===== config.mk =====
export PLATFORM = sky130hd
export DESIGN_NAME = param_deserializer
export DESIGN_NICKNAME = d
export VERILOG_FILES = /design/src/rtl/param_deserializer.sv
export SDC_FILE = /design/constraint.sdc
export NUM_CORES = 1
export LEC_CHECK = 0
export BUFFER_PORTS_ARGS = -buffer_cell sky130_fd_sc_hd__buf_2
export CAP_MARGIN = 5
export CORE_UTILIZATION = 54
export DETAILED_ROUTE_END_ITERATION = 10
export GPL_TIMING_DRIVEN = 0
export MAX_ROUTING_LAYER = met4
export PLACE_DENSITY = 0.89
export RECOVER_POWER = 50
export SKIP_CTS_REPAIR_TIMING = 1
export SLEW_MARGIN = 20
export SYNTH_ARGS = -nofsm -noshare
export SYNTH_HDL_FRONTEND = slang
export SYNTH_SLANG_ARGS = --single-unit
export TNS_END_PERCENT = 100

===== constraint.sdc =====
create_clock -name clock_100KHZ -period 2.15 [get_ports clock_100KHZ]
set_input_delay 0.215 -clock clock_100KHZ [delete_from_list [all_inputs] [get_ports clock_100KHZ]]
set_output_delay 0.215 -clock clock_100KHZ [all_outputs]
set_load 0.02 [all_outputs]

===== src/rtl/param_deserializer.sv =====
// Serial-to-parallel converter with a parametrised word width, selectable bit order,
// an output holding register with a ready/ack handshake, and a mid-frame idle timeout.
module param_deserializer #(
    parameter int WIDTH     = 8,
    parameter bit MSB_FIRST = 1'b1,
    parameter int TIMEOUT   = 0
) (
    input  logic                       clock_100KHZ,
    input  logic                       reset,
    input  logic                       data_in,
    input  logic                       write_in,
    input  logic                       ack_in,
    output logic                       status_out,
    output logic [WIDTH-1:0]           data_out,
    output logic                       data_ready,
    output logic                       timeout_err,
    output logic [$clog2(WIDTH+1)-1:0] bit_count,
    output logic [1:0]                 state_out
);

    localparam int CW = $clog2(WIDTH + 1);
    localparam int IW = (TIMEOUT > 0) ? $clog2(TIMEOUT + 1) : 1;

    typedef enum logic [1:0] {
        IDLE  = 2'd0,
        SHIFT = 2'd1,
        STALL = 2'd2
    } state_t;

    state_t           state_q, state_d;
    logic [WIDTH-1:0] shift_q, shift_d;
    logic [WIDTH-1:0] dout_q, dout_d;
    logic [CW-1:0]    count_q, count_d;
    logic [IW-1:0]    idle_q, idle_d;
    logic             rdy_q, rdy_d;
    logic             terr_q, terr_d;
    logic             status_q, status_d;
    logic             accept;
    logic             load;
    logic             last_bit;
    logic             expire;

    function automatic logic [WIDTH-1:0] shift_in(
        input logic [WIDTH-1:0] s,
        input logic             b
    );
        logic [WIDTH-1:0] r;
        if (MSB_FIRST) begin
            r = {s[WIDTH-2:0], b};
        end else begin
            r = {b, s[WIDTH-1:1]};
        end
        return r;
    endfunction

    assign accept   = write_in && status_q;
    assign last_bit = (count_q == CW'(WIDTH - 1));
    assign expire   = (TIMEOUT > 0) && (idle_q == IW'(TIMEOUT - 1));

    always_comb begin
        state_d = state_q;
        shift_d = shift_q;
        dout_d  = dout_q;
        count_d = count_q;
        idle_d  = idle_q;
        rdy_d   = rdy_q;
        terr_d  = 1'b0;
        load    = 1'b0;

        unique case (state_q)
            IDLE: begin
                idle_d = '0;
                if (accept) begin
                    shift_d = shift_in(shift_q, data_in);
                    count_d = CW'(1);
                    state_d = SHIFT;
                end
            end

            SHIFT: begin
                if (accept) begin
                    idle_d  = '0;
                    shift_d = shift_in(shift_q, data_in);
                    if (!last_bit) begin
                        count_d = count_q + CW'(1);
                    end else if (!rdy_q || ack_in) begin
                        load    = 1'b1;
                        dout_d  = shift_d;
                        count_d = '0;
                        state_d = IDLE;
                    end else begin
                        // Holding register still owned by the queue: park the word.
                        count_d = CW'(WIDTH);
                        state_d = STALL;
                    end
                end else if (TIMEOUT > 0) begin
                    if (expire) begin
                        shift_d = '0;
                        count_d = '0;
                        idle_d  = '0;
                        terr_d  = 1'b1;
                        state_d = IDLE;
                    end else begin
                        idle_d = idle_q + IW'(1);
                    end
                end
            end

            STALL: begin
                if (ack_in) begin
                    load    = 1'b1;
                    dout_d  = shift_q;
                    count_d = '0;
                    state_d = IDLE;
                end
            end

            default: begin
                state_d = IDLE;
            end
        endcase

        if (load) begin
            rdy_d = 1'b1;
        end else if (ack_in && rdy_q) begin
            rdy_d = 1'b0;
        end

        status_d = (state_d != STALL);
    end

    always_ff @(posedge clock_100KHZ or posedge reset) begin
        if (reset) begin
            state_q  <= IDLE;
            shift_q  <= '0;
            dout_q   <= '0;
            count_q  <= '0;
            idle_q   <= '0;
            rdy_q    <= 1'b0;
            terr_q   <= 1'b0;
            status_q <= 1'b0;
        end else begin
            state_q  <= state_d;
            shift_q  <= shift_d;
            dout_q   <= dout_d;
            count_q  <= count_d;
            idle_q   <= idle_d;
            rdy_q    <= rdy_d;
            terr_q   <= terr_d;
            status_q <= status_d;
        end
    end

    assign status_out  = status_q;
    assign data_out    = dout_q;
    assign data_ready  = rdy_q;
    assign timeout_err = terr_q;
    assign bit_count   = count_q;
    assign state_out   = state_q;

endmodule


* Yosys cells after proc, flatten, opt, wreduce, memory -nomap -nowiden
Cells that the tools add are included.
** Operators by class
- Multiplexer cells :: 24
- Equal/unequal tests :: 9
- Reduce and logical (&&, ||, !) cells :: 12
- Add/sub/neg operators :: 1
** Operators by type and width (count)
- $mux 8 :: 4
- $mux 4 :: 5
- $pmux 8 s2 :: 1
- $ne 2x2->1 const B :: 6
- $pmux 4 s3 :: 1
- $mux 2 :: 5
- $mux 1 :: 6
- $pmux 2 s3 :: 1
- $reduce_and 5->1 :: 1
- $add 4x1->4 const B :: 1
- $eq 4x3->1 const B :: 1
- $reduce_and 4->1 :: 1
- $reduce_bool 2->1 :: 2
- $reduce_bool 3->1 :: 1
- $eq 2x1->1 const B :: 1
- $eq 2x2->1 const B :: 1
- $logic_and 1x1->1 :: 2
- $logic_not 2->1 :: 1
- $pmux 1 s2 :: 1
- $reduce_and 2->1 :: 1
- $reduce_or 2->1 :: 1
- $logic_not 1->1 :: 1
- $logic_or 1x1->1 :: 1
** Storage, ports and cells
- Bits of input ports :: 5
- Output and inout port bits :: 17
- Register bits after elaboration :: 24
- Word-level logic and storage cells :: 52

* Longest topological paths before layout
- Depth in word-level cells :: 7
- Depth in mapped cells :: 8
- Gate-level depth less buffers :: 6

* Least setup slack after synthesis
No wires, ideal clock.
- Path kind :: flip-flop to flip-flop
- From :: reg state_q[0] (netlist: state_out[0])
- To :: reg dout_q[0] (netlist: data_out[0])
- Slack :: 0.257 ns
- Period minus slack after synthesis :: 1.893 ns
- Arrival :: 1.768 ns
- Stages on the path, launching flop included :: 8
- Data required time :: 2.025 ns
- Library setup time :: 0.125 ns
- Cells stage by stage :: dfrtp_1 inv_1 ha_1 clkbuf_4 nor3_1 o21a_1 buf_6 mux2_4
** Between the ends
- Word-level cells in the longest chain between the ends :: 3
- Elaborated cells on any way between the ends :: 9
- Classes of those cells :: eq/ne (6); mux (1); reduce/logical (2)
** RTL lines
- start: declaration :: line 30 : state_t state_q, state_d;
- start signal: assignment :: line 143 : state_q <= state_d;
- $eq 2x1->1 or $eq 2x2->1 (tied branches) :: line 70 : unique case (state_q)
- $ne 2x2->1 (no line) or $reduce_bool 2->1 (tied branches)
- $reduce_and 5->1 (no line)
- end signal: assignment :: line 145 : dout_q <= dout_d;
- end: declaration :: line 32 : logic [WIDTH-1:0] dout_q, dout_d;
Several ways; a longest one is shown, not always the timed one.
A chain may end at the register's enable or synchronous reset.

* Final worst setup path
- From :: reg state_q[0] (netlist: state_out[0])
- To :: reg dout_q[4] (netlist: data_out[4])
The elaborated chain is that of the path after synthesis.

==> impl_metrics.csv <==
group,metric,value,unit
clocking,path_clk_slew,0.14,ns
worst_setup_path,worstSetupPathType,"register to register",
pwr,finalPower,0.00210,W
grt,grt_max_degree,25,
timing,fin_worst_skew,0.00291,ns
final_layout,multiInputGateArea,643,um^2
routing,drt_pre_antenna_iters,4,
worst_setup_path,cp.arrival,2.17,ns
synthesis,synth_area_leaders,"dfrtp_1, mux2_2, mux2_4",
worst_hold_path,holdCritPathClass,"primary input to async pin",
pwr,clkPwrFrac,15.8,%
worst_setup_path,crit_required,2.37,ns
clocking,clockBufferDepth,2,
final_layout,seq_area,601,um^2
clocking,cts.htree.levels,1,
synthesis,synth_compound_area_share,11.7,%
clocking,cts_inserted_buffers,3,
pwr,p_sw_share,37.6,%
die,die_y,51.0,um
synthesis,synth_area,1300,um^2
worst_setup_path,r2r_end,"data_out[4]$_DFFE_PP0P_",
final_layout,antenna_cells,0,
routing,ant_nets,0,
synthesis,yosys.area.top_type,"dfrtp_1",
placement,dp_hpwl,1.77,mm
timing,slew_viol_final,0,
die,initial_core_util,58.0,%
worst_setup_path,cp_cell_sequence,"inv_1 > ha_1 > clkbuf_4 > nor3_1 > o21a_1 > buf_6 > mux2_4",
routing,avgRoutedWirePerCell,15.9,um
synthesis,ys.flop_type,"dfrtp_1",
die,die_area,2600,um^2
final_layout,nFillCells,167,
worst_setup_path,critPathCaptureType,"register",
grt,grt_pass1_wl,3.92,mm
synthesis,synthAdderAreaFrac,5.79,%
final_layout,synthToLayoutAreaGrowth,13.7,%
routing,viasPerCell,5.85,
routing,wirelength,2.45,mm
timing,tns,0,ns
synthesis,ys_async_sr_fraction,100,%
clocking,cts_tree,"done",
timing,max_slew_margin,41.2,%
outcome,status,"finished, final reports clean",
worst_setup_path,cp_slowest_stage_delay,0.45,ns
timing,finalCritPeriodShare,90.6,%
clocking,cts.sinks,24,
pwr,irDropWorstVdd,0.000848,V
placement,io_buffers,20,
final_layout,layout-drive-gt1-share,38.9,%
worst_setup_path,crit_buf_inv,3,
pwr,p_int,0.00131,W
synthesis,synthMuxAreaShare,23.2,%
worst_setup_path,crit_fanout,10,
routing,vias,901,
synthesis,synth-warning-count,0,
die,core,2230,um^2
worst_setup_path,critPathSlowestCell,"dfrtp_1",
flow_run,drv_cap,0,
grt,grt_use_total,21.2,%
timing,fmax,0.513,GHz
placement,dp_slack,0.220,ns
grt,overflow,0,
clocking,clockRootBuffer,"clkbuf_4",
synthesis,yosys.area_share.simple,8.69,%
timing,rsz0062_at_grt,"no",
timing,setup_ws,0.202,ns
worst_setup_path,cp_top_family,"buffers and inverters",
worst_setup_path,start_kind,"register",
synthesis,synth-seq-cells,24,
synthesis,syn_area_per_cell,12.7,um^2
pwr,p_switching,0.000792,W
synthesis,yosys.area_share.xor_xnor,0,%
worst_setup_path,r2r-start,"state_out[0]$_DFF_PP0_",
synthesis,synth_edf_count,0,
synthesis,synth_top_area_share,46.3,%
synthesis,syn_nets,113,
timing,tightest_slew,0.881,ns
die,fp.dieW,51.0,um
worst_setup_path,worst_r2r_path_depth,7,
die,top_level_ports,22,
final_layout,nNetsFinal,138,
synthesis,synth_top_family_by_area,"multiplexers",
die,rows,17,
clocking,clk_latency,0.32,ns
timing,fin_crit,1.95,ns
final_layout,post-route-util,66.0,%
synthesis,synth_cells,102,
final_layout,final_cell_mix,"dfrtp_1, mux2_2, buf_2",
routing,drc,0,
timing,setup_viol,0,
grt,grt_pass1_vias,884,
worst_setup_path,rrSetupSlack,0.20,ns
grt,antenna_found_initial,0,
pwr,pwr-share-comb,45.7,%
placement,gp_congestion,0.779,
synthesis,yosysSeqAreaShare,46.3,%
synthesis,yosysUniqueCellTypes,34,
routing,drt-initial-drc-count,12,
timing,final_hold_viol_count,0,
pwr,p_leak,0.688,nW
timing,fin_hold_ws,0.0519,ns
pwr,power.density,1430,nW/um^2
final_layout,final_common_cell,"dfrtp_1",
pwr,p_seq_share,38.5,%
==> power groups by stage <==
stage / logic (W) / registers (W) / clock network, W
3_3_place_gp: 0.000945 / 0.000790 / 0
4_1_cts: 0.000985 / 0.000806 / 0.000335
2_1_floorplan: 0.000621 / 0.000918 / 0
3_5_place_dp: 0.000976 / 0.000817 / 0
6_report: 0.000961 / 0.000810 / 0.000333
5_1_grt: 0.00103 / 0.000839 / 0.000349
==> worst max-delay path by stage <==
stage	cells after the start	to	startpoint	slack (ns)
after floorplan	7	data_out[0]$_DFFE_PP0P_	state_out[0]$_DFF_PP0_	0.26
after global placement	7	data_out[3]$_DFFE_PP0P_	state_out[0]$_DFF_PP0_	0.29
after detailed placement	7	data_out[4]$_DFFE_PP0P_	state_out[0]$_DFF_PP0_	0.22
after CTS	7	data_out[4]$_DFFE_PP0P_	state_out[0]$_DFF_PP0_	0.21
after global routing	7	data_out[4]$_DFFE_PP0P_	state_out[0]$_DFF_PP0_	0.09
final	7	data_out[4]$_DFFE_PP0P_	state_out[0]$_DFF_PP0_	0.20
==> routing by layer <==
metal	vias to the layer above	wire length [um]	global-route usage, %	part of all wire (%)
li1	421	-	-	-
met2	28	1280	37.1	52
met1	448	1040	25.0	42
met4	0	24	7.41	0.98
met3	4	107	2.68	4.4
met5	-	0	-	0
==> area by class of cell <==
type,count,share of cell area [%]
timing repair buffer,20,6.11
inverter,4,1.02
sequential,24,40.7
clock inverter,1,2.04
tap,28,2.38
multi-input combinational,70,43.6
clock buffer,3,1.53
buffer,4,2.55
==> logic make-up after synthesis <==
| kind of cell | after synthesis |
|---|---|
| other | 1 |
| AOI/OAI and AO/OA | 21 |
| muxes | 24 |
| buffers and inverters | 8 |
| adders and majority gates | 6 |
| DFF | 24 |
| and+or+nand+nor | 18 |
==> synth_stat cells (2+ instances only) <==
library cell	number
dfrtp_1	24
mux2_2	16
mux2_4	8
ha_1	6
inv_1	4
nand2_1	4
o21ai_0	4
a21o_1	3
a21oi_1	3
buf_6	2
nand4_1	2
nor2_1	2
nor2b_1	2
o21a_1	2
==> per-stage QoR <==
step	cell area, um^2	cells
floorplan	1300	102
global placement	1430	150
detailed placement	1430	150
CTS	1480	154
global route	1470	154
finish	1470	154
==> registers in the layout, indices dropped and copies added, names as in the netlist <==
name,flops
data_ready,1
data_out,8
status_out,1
bit_count,4
state_out,2
shift_q,8
No activity file was read; power rests on OpenSTA's default activity.
